File: src/rtl/one_hot_pkg.sv
// Shared definitions for the one-hot encoder slice: width derivation and the
// two-state output-register control encoding.
package one_hot_pkg;

    // Output register occupancy: EMPTY means no result is held.
    typedef enum logic {
        StEmpty = 1'b0,
        StFull  = 1'b1
    } ctrl_state_e;

    // One-hot vector width needed to cover every index of a binary_width index.
    function automatic int unsigned one_hot_width(input int unsigned binary_width);
        return 32'd1 << binary_width;
    endfunction

endpackage

File: src/rtl/one_hot_priority_enc.sv
// Combinational lowest-set-bit encoder with zero-hot and multi-hot flags.
// Kept free of handshake logic so arbiters can reuse it directly.
module one_hot_priority_enc
    import one_hot_pkg::*;
#(
    parameter int unsigned BINARY_WIDTH = 2,
    localparam int unsigned ONE_HOT_WIDTH = one_hot_width(BINARY_WIDTH)
) (
    input  logic [ONE_HOT_WIDTH-1:0] one_hot_in,
    output logic [BINARY_WIDTH-1:0]  index,
    output logic                     zero,
    output logic                     multi
);

    // Scan from the top down so the lowest set bit is the last one written.
    always_comb begin
        index = '0;
        for (int i = ONE_HOT_WIDTH - 1; i >= 0; i--) begin
            if (one_hot_in[i]) begin
                index = BINARY_WIDTH'(i);
            end
        end
    end

    // Clearing the lowest set bit leaves something behind only if two or more were set.
    always_comb begin
        zero  = (one_hot_in == '0);
        multi = ((one_hot_in & (one_hot_in - ONE_HOT_WIDTH'(1))) != '0);
    end

endmodule

File: src/rtl/one_hot_encoder.sv
// Registered one-hot to binary encoder on a valid/ready handshake. Illegal
// codes (zero-hot, multi-hot) are flagged per result and tallied in a
// saturating counter that is independent of output backpressure.
module one_hot_encoder
    import one_hot_pkg::*;
#(
    parameter int unsigned BINARY_WIDTH  = 2,
    parameter int unsigned ERR_CNT_WIDTH = 8,
    localparam int unsigned ONE_HOT_WIDTH = one_hot_width(BINARY_WIDTH)
) (
    input  logic                     clk,
    input  logic                     rst_n,
    input  logic                     in_valid,
    output logic                     in_ready,
    input  logic [ONE_HOT_WIDTH-1:0] one_hot_in,
    output logic                     out_valid,
    input  logic                     out_ready,
    output logic [BINARY_WIDTH-1:0]  binary_out,
    output logic                     out_err,
    output logic [ERR_CNT_WIDTH-1:0] err_count,
    input  logic                     clear_err
);

    localparam logic [ERR_CNT_WIDTH-1:0] ErrCntMax = {ERR_CNT_WIDTH{1'b1}};

    ctrl_state_e              state_q;
    logic [BINARY_WIDTH-1:0]  binary_q;
    logic                     err_q;
    logic [ERR_CNT_WIDTH-1:0] err_cnt_q;
    logic [ERR_CNT_WIDTH-1:0] err_cnt_d;

    logic [BINARY_WIDTH-1:0]  enc_index;
    logic                     enc_zero;
    logic                     enc_multi;
    logic                     enc_illegal;
    logic                     accept;

    one_hot_priority_enc #(
        .BINARY_WIDTH (BINARY_WIDTH)
    ) u_priority_enc (
        .one_hot_in (one_hot_in),
        .index      (enc_index),
        .zero       (enc_zero),
        .multi      (enc_multi)
    );

    // Handshake decode; in_ready looks through a draining register for full throughput.
    always_comb begin
        out_valid   = (state_q == StFull);
        in_ready    = !out_valid || out_ready;
        accept      = in_valid && in_ready;
        enc_illegal = enc_zero || enc_multi;
        binary_out  = binary_q;
        out_err     = err_q;
        err_count   = err_cnt_q;
    end

    // Output register control: load on every accept, drop to EMPTY on a bare transfer.
    always_ff @(posedge clk or negedge rst_n) begin
        if (!rst_n) begin
            state_q  <= StEmpty;
            binary_q <= '0;
            err_q    <= 1'b0;
        end else begin
            unique case (state_q)
                StEmpty: begin
                    if (accept) begin
                        state_q  <= StFull;
                        binary_q <= enc_index;
                        err_q    <= enc_illegal;
                    end
                end
                StFull: begin
                    if (accept) begin
                        binary_q <= enc_index;
                        err_q    <= enc_illegal;
                    end else if (out_ready) begin
                        state_q <= StEmpty;
                    end
                end
                default: begin
                    state_q <= StEmpty;
                end
            endcase
        end
    end

    // Error count next state: a clear coinciding with an illegal accept keeps that event.
    always_comb begin
        err_cnt_d = err_cnt_q;
        if (clear_err) begin
            err_cnt_d = (accept && enc_illegal) ? ERR_CNT_WIDTH'(1) : '0;
        end else if (accept && enc_illegal && (err_cnt_q != ErrCntMax)) begin
            err_cnt_d = err_cnt_q + ERR_CNT_WIDTH'(1);
        end
    end

    // Error count register.
    always_ff @(posedge clk or negedge rst_n) begin
        if (!rst_n) begin
            err_cnt_q <= '0;
        end else begin
            err_cnt_q <= err_cnt_d;
        end
    end

endmodule

File: config.mk
export PLATFORM = sky130hd
export DESIGN_NAME = one_hot_encoder
export DESIGN_NICKNAME = d
export VERILOG_FILES = /design/src/rtl/one_hot_pkg.sv /design/src/rtl/one_hot_priority_enc.sv /design/src/rtl/one_hot_encoder.sv
export SDC_FILE = /design/constraint.sdc
export NUM_CORES = 1
export LEC_CHECK = 0
export CORE_UTILIZATION = 44
export DETAILED_ROUTE_END_ITERATION = 6
export PLACE_DENSITY = 0.76
export SLEW_MARGIN = 20
export SYNTH_ARGS = -nofsm -noshare
export SYNTH_HDL_FRONTEND = slang
export SYNTH_SLANG_ARGS = --single-unit
File: constraint.sdc
create_clock -name clk -period 2 [get_ports clk]
set_input_delay 0.2 -clock clk [delete_from_list [all_inputs] [get_ports clk]]
set_output_delay 0.2 -clock clk [all_outputs]
set_load 0.02 [all_outputs]
# After elaboration in Yosys (flattened, before gate mapping)
# Cells that the tools add are included.
[op_classes]
n_addsub = 2
n_eq_ne = 1
mux = 13
bitwise_logic = 2
reduce_logical = 9
[op_table]
columns = ["op", "n"]
rows = [
  ["8-bit 2-to-1 mux", 2],
  ["2-bit 2-to-1 mux", 5],
  ["8-bit by 1-bit adder with 8-bit output (second input constant)", 1],
  ["8-bit != test (second input constant)", 1],
  ["1-bit 2-to-1 mux", 5],
  ["4-bit bitwise AND", 1],
  ["4-bit zero test", 1],
  ["4-bit nonzero test", 1],
  ["4-bit by 1-bit subtractor with 4-bit output (second input constant)", 1],
  ["1-bit logical AND", 3],
  ["1-bit logical OR", 2],
  ["1-bit case mux with 2 select lines", 1],
  ["2-bit nonzero test", 1],
  ["1-bit zero test", 1],
  ["1-bit inverter", 1],
]
[totals]
reg_bits = 12
input_bits = 9
output_inout_bits = 13
word_cells = 31

# Depth between registers and ports, before layout
[logic_depth]
depth_word = 8
depth_mapped = 5
mapped_depth_nobuf = 5

# Modules after synthesis
# Synthesis repeated with hierarchy kept, for this count alone.
[hier_totals]
hier_cells = 71
area_unflattened_um2 = 685.7
[modules_own_cells]
columns = ["module", "n_inst", "cells_each", "area_per_inst_um2", "seq_area_each_um2"]
rows = [
  ["one_hot_encoder", 1, 62, 633.1, 300.3],
  ["one_hot_priority_enc", 1, 9, 52.6, 0.0],
]

# Worst setup path after synthesis
# OpenSTA, ideal clock, no wires.
[synth_path]
path_kind = "flip-flop to flip-flop"
start = "register err_cnt_q[0] (netlist: err_count[0])"
end = "register err_cnt_q[5] (netlist: err_count[5])"
setup_time_ns = 0.128
arrival_ns = 1.523
required_time_ns = 1.872
slack_ns = 0.349
stages_incl_launch_ff = 6
n_path_buf = 0
period_less_slack_ns = 1.651
path_cell_list = "dfrtp_1 ha_1 inv_1 o31ai_1 nor4_1 mux2_1"
[synth_via]
elab_chain_len = 3
elab_cells_between_ends = 6
classes_between = "1 x add/sub; 1 x eq/ne; 2 x mux; 2 x reduce/logical"
[synth_rtl]
columns = ["element", "line", "rtl"]
rows = [
  ["start: declaration", "one_hot_encoder.sv:29", "logic [ERR_CNT_WIDTH-1:0] err_cnt_q;"],
  ["start signal: assignment", "one_hot_encoder.sv:103", "err_cnt_q <= err_cnt_d;"],
  ["8-bit by 1-bit adder with 8-bit output / 8-bit != test (equally long branches)", "one_hot_encoder.sv:94, one_hot_encoder.sv:93", ""],
  ["8-bit 2-to-1 mux / 1-bit logical AND (equally long branches)", "one_hot_encoder.sv:93", "end else if (accept && enc_illegal && (err_cnt_q != ErrCntMax)) begin"],
  ["8-bit 2-to-1 mux / 2-bit nonzero test (equally long branches)", "-", ""],
]
# Parallel ways exist; a longest one is shown, timed or not. The select of a mux whose other input is x is not followed.
# A chain may end at the register's enable or synchronous reset.

# Worst setup path after layout
[layout_path]
start = "input one_hot_in[2]"
end = "register err_cnt_q[3] (netlist: err_count[3])"
[layout_via]
elab_chain_len = 7
elab_cells_between_ends = 8
classes_between = "1 x add/sub; 1 x bitwise; 6 x reduce/logical"
[layout_rtl]
columns = ["element", "line", "rtl"]
rows = [
  ["start: declaration", "one_hot_encoder.sv:15", "input logic [ONE_HOT_WIDTH-1:0] one_hot_in,"],
  ["4-bit by 1-bit subtractor with 4-bit output", "one_hot_priority_enc.sv:28", "multi = ((one_hot_in & (one_hot_in - ONE_HOT_WIDTH'(1))) != '0);"],
  ["4-bit bitwise AND", "one_hot_priority_enc.sv:28", ""],
  ["4-bit nonzero test", "one_hot_priority_enc.sv:28", ""],
  ["1-bit logical OR (*)", "one_hot_encoder.sv:52", "enc_illegal = enc_zero || enc_multi;"],
  ["1-bit logical AND (*) (2 in a row)", "one_hot_encoder.sv:93", ""],
  ["2-bit nonzero test (no source line) (*)", "-", ""],
]
# Every way passes the cells marked *; elsewhere a longest branch is shown, timed or not.

==> metrics.md <==
| Metric | Value |
|---|---|
| Ant diodes | 0 |
| Routed Antenna Nets | 0 |
| Post-route total power | 612 uW |
| Initial core utilization | 46.9% |
| Max Freq | 559 MHz |
| Gr usage total | 21.5% |
| Met2 Use GR | 34.1% |
| Leakage | 0.000403 uW |
| Final Hold Vio Count | 0 |
| Via/cell ratio | 6.09 |
| Grt total ovfl | 0 |
| Worst reg2reg path startpoint | err_count[0] |
| Layout cells sized above 1 | 13.3% |
| Actual slew at the worst max-slew pin | 0.579 ns |
| Status | completed |
| DP HPWL | 1150 um |
| Largest net degree at the start of global routing | 19 |
| Total setup buffers inserted after CTS | 0 |
| Cell Pwr Density | 614 mW/mm2 |
| Total die area | 0.00177 mm2 |
| Initial antenna violation count | 0 |
| Reg2Reg Capture Point | err_count[5] |
| R2R Setup Slk | 0.26 ns |
| Smallest hold slack | 0.277 ns |
| Reg2Reg Depth | 5 |
| Drt total wl | 1570 um |
| Hold_buf cts | 0 |
| CTS buffer count | 3 |
| Row count | 14 |
| Critical Path Source Type | input port |
| Total Nets Final | 109 |
| Post-cts resize count | 0 |
| Top-Level Pins | 22 |
| Flops & latches, synth | 12 |
| Peak supply drop | 0.393 mV |
| Number of buffers inserted by port buffering | 21 |
| Setup violators final | 0 |
| Yosys cell types | 31 |
| Synth Instances | 70 |
| Cell area after synthesis | 707 um2 |
| Avg Inst Size Synth | 10.1 um2 |
| Placed instance area | 960 um2 |
| DRC viols | 0 |
| Worst hold-check path type | input port to async pin |
| H-tree depth | 1 |
| Die width | 42.1 um |
| Design area | 996 um2 |
| RSZ-0062 raised after global routing | no |
| Top Usage Layer GRT | met2 |
| Critical Path RT | 2.19 ns |
| Worst EP arrival | 1.98 ns |
| Initial DRC count | 16 |
| Max_cap viols | 0 |
| First-pass DRT Iterations | 4 |
| Area Growth Syn to Fin | 40.9% |
| CTS max path bufs | 2 |
| Clock-pin slew on the worst setup and hold paths | 0.08 ns |
| Vias in the first global route | 703 |
| Core ar. | 0.00151 mm2 |
| Setup CP Type | input port to flip-flop |
| Filler cells | 133 |
| First-pass GRT wire length | 2930 um |
| CP Capture Type | flip-flop |
| Syn Nets | 80 |
| Minimum clock period | 1.79 ns |
| Yosys warns | 0 |
| Gpl congestion | 0.834 |
| Crit Path Max Fanout | 7 |
| Part of the Yosys area used for sequential elements | 42.5% |
| Routed via count | 694 |
| Rel. slew slack | 61.3% |
| Pins over their slew limit | 0 |
| Clock Latency Late Sink | 0.27 ns |
| Drt wl/cell | 13.7 um |
| CTS tree | built |
| Vert. Die Dim | 42.1 um |
| Final Skew | 0.00441 ns |
| Root buffer cell | clkbuf_4 |
| Met1 Usage GRT | 27.9% |
| Sink Count | 12 |
| GRT met3 Usage | 5.60% |
| Final period utilization | 89.4% |
==> how the worst max path moves through the flow <==
stage,startpoint,to,slack [ns],cells past startpoint
finish,one_hot_in[2],err_count[3],0.21,6
global route,one_hot_in[2],err_count[1],0.06,6
CTS,one_hot_in[2],err_count[3],0.21,6
detailed placement,one_hot_in[2],err_count[3],-0.08,6
global placement,one_hot_in[3],err_count[4],0.005,6
floorplan,err_count[0],err_count[5],0.35,5
==> per-layer routing <==
layer	vias up	wire, um
met5	-	0
met4	0	21
met3	4	69
met2	21	788
met1	338	686
li1	331	-
==> flip-flops by register name, summed over array words and instances, names as in the netlist <==
| name | flops |
|---|---|
| out_err | 1 |
| err_count | 8 |
| binary_out | 2 |
| out_valid | 1 |
==> cell usage after synthesis <==
| master | count | area share, % |
|---|---|---|
| a21o_1 | 1 | 1.1 |
| a21oi_1 | 5 | 3.5 |
| a221o_1 | 1 | 1.4 |
| and3_1 | 1 | 0.89 |
| and4_1 | 1 | 1.2 |
| buf_8 | 1 | 2.1 |
| clkbuf_1 | 2 | 1.1 |
| dfrtp_1 | 12 | 42 |
| ha_1 | 1 | 1.8 |
| inv_1 | 3 | 1.6 |
| mux2_1 | 2 | 3.2 |
| nand2_1 | 3 | 1.6 |
| nand2_4 | 1 | 1.6 |
| nand2b_1 | 2 | 1.8 |
| nand3_1 | 1 | 0.71 |
| nand4_1 | 2 | 1.8 |
| nor2_1 | 5 | 2.7 |
| nor2_2 | 1 | 0.89 |
| nor2b_1 | 2 | 1.8 |
| nor3b_1 | 1 | 1.1 |
| nor4_1 | 3 | 2.7 |
| nor4b_1 | 1 | 1.2 |
| o2111ai_1 | 1 | 1.2 |
| o21bai_1 | 1 | 1.1 |
| o311ai_2 | 1 | 2.3 |
| o31ai_1 | 5 | 5.3 |
| o41ai_1 | 2 | 2.5 |
| or3_1 | 1 | 0.89 |
| or4_1 | 3 | 3.2 |
| or4b_1 | 3 | 4.2 |
| xnor2_1 | 1 | 1.2 |
==> per-stage QoR <==
stage	instances	TNS, ns	setup WS, ns	util [%]
after global routing	114	0	0.0589	66.1
after CTS	114	0	0.214	66.1
after detailed placement	110	-0.275	-0.0807	63.7
after floorplan	70	0	0.349	-
after global placement	110	0	0.00529	63.7
final	114	0	0.211	66.1
==> logic make-up (layout without fill, tap and decap cells) <==
family,Yosys count,count (layout),synth area share [%]
flip-flops,12,12,42.5
adder cells (fa/ha/maj),1,1,1.77
AND/OR/NAND/NOR,31,31,28.1
AO/OA/AOI/OAI,17,17,18.4
buffers and inverters,6,34,4.78
XOR/XNOR,1,1,1.24
multiplexers,2,2,3.19
==> area by class of cell <==
class                   instances  area [um2]  area share [%]
well taps                      16        20.0            2.01
repair buffers                 27         255            25.6
multi-input cells              52         373            37.4
flip-flops and latches         12         300            30.2
clock buffers                   4        36.3            3.64
inverters                       3        11.3            1.13
==> power breakdown <==
group,switching (uW),internal [uW]
clock network,88.2,111
registers,11.4,257
logic,71.5,73.2
total,171,441
==> cells in the final DEF (no fill, tap or decap), drive strengths merged <==
cell type      Yosys  layout
nand2b             2       2
ha                 1       1
a21o               1       1
a21oi              5       5
nor2               6       6
clkdlybuf4s50      0      21
or4                3       3
inv                3       3
or4b               3       3
and3               1       1
a221o              1       1
o2111ai            1       1
buf                1       6
mux2               2       2
xnor2              1       1
dfrtp             12      12
clkbuf             2       4
nor4               3       3
or3                1       1
nand4              2       2
nor3b              1       1
o21bai             1       1
o311ai             1       1
and4               1       1
nor2b              2       2
nand2              4       4
o41ai              2       2
nand3              1       1
o31ai              5       5
nor4b              1       1
==> worst max-delay path, stage by stage <==
cell	delay, ns
clkdlybuf4s50_1	0.55
or4b_1	0.16
o311ai_2	0.20
buf_4	0.22
or4_1	0.49
a21oi_1	0.16
(Power assumes the default switching activity.)
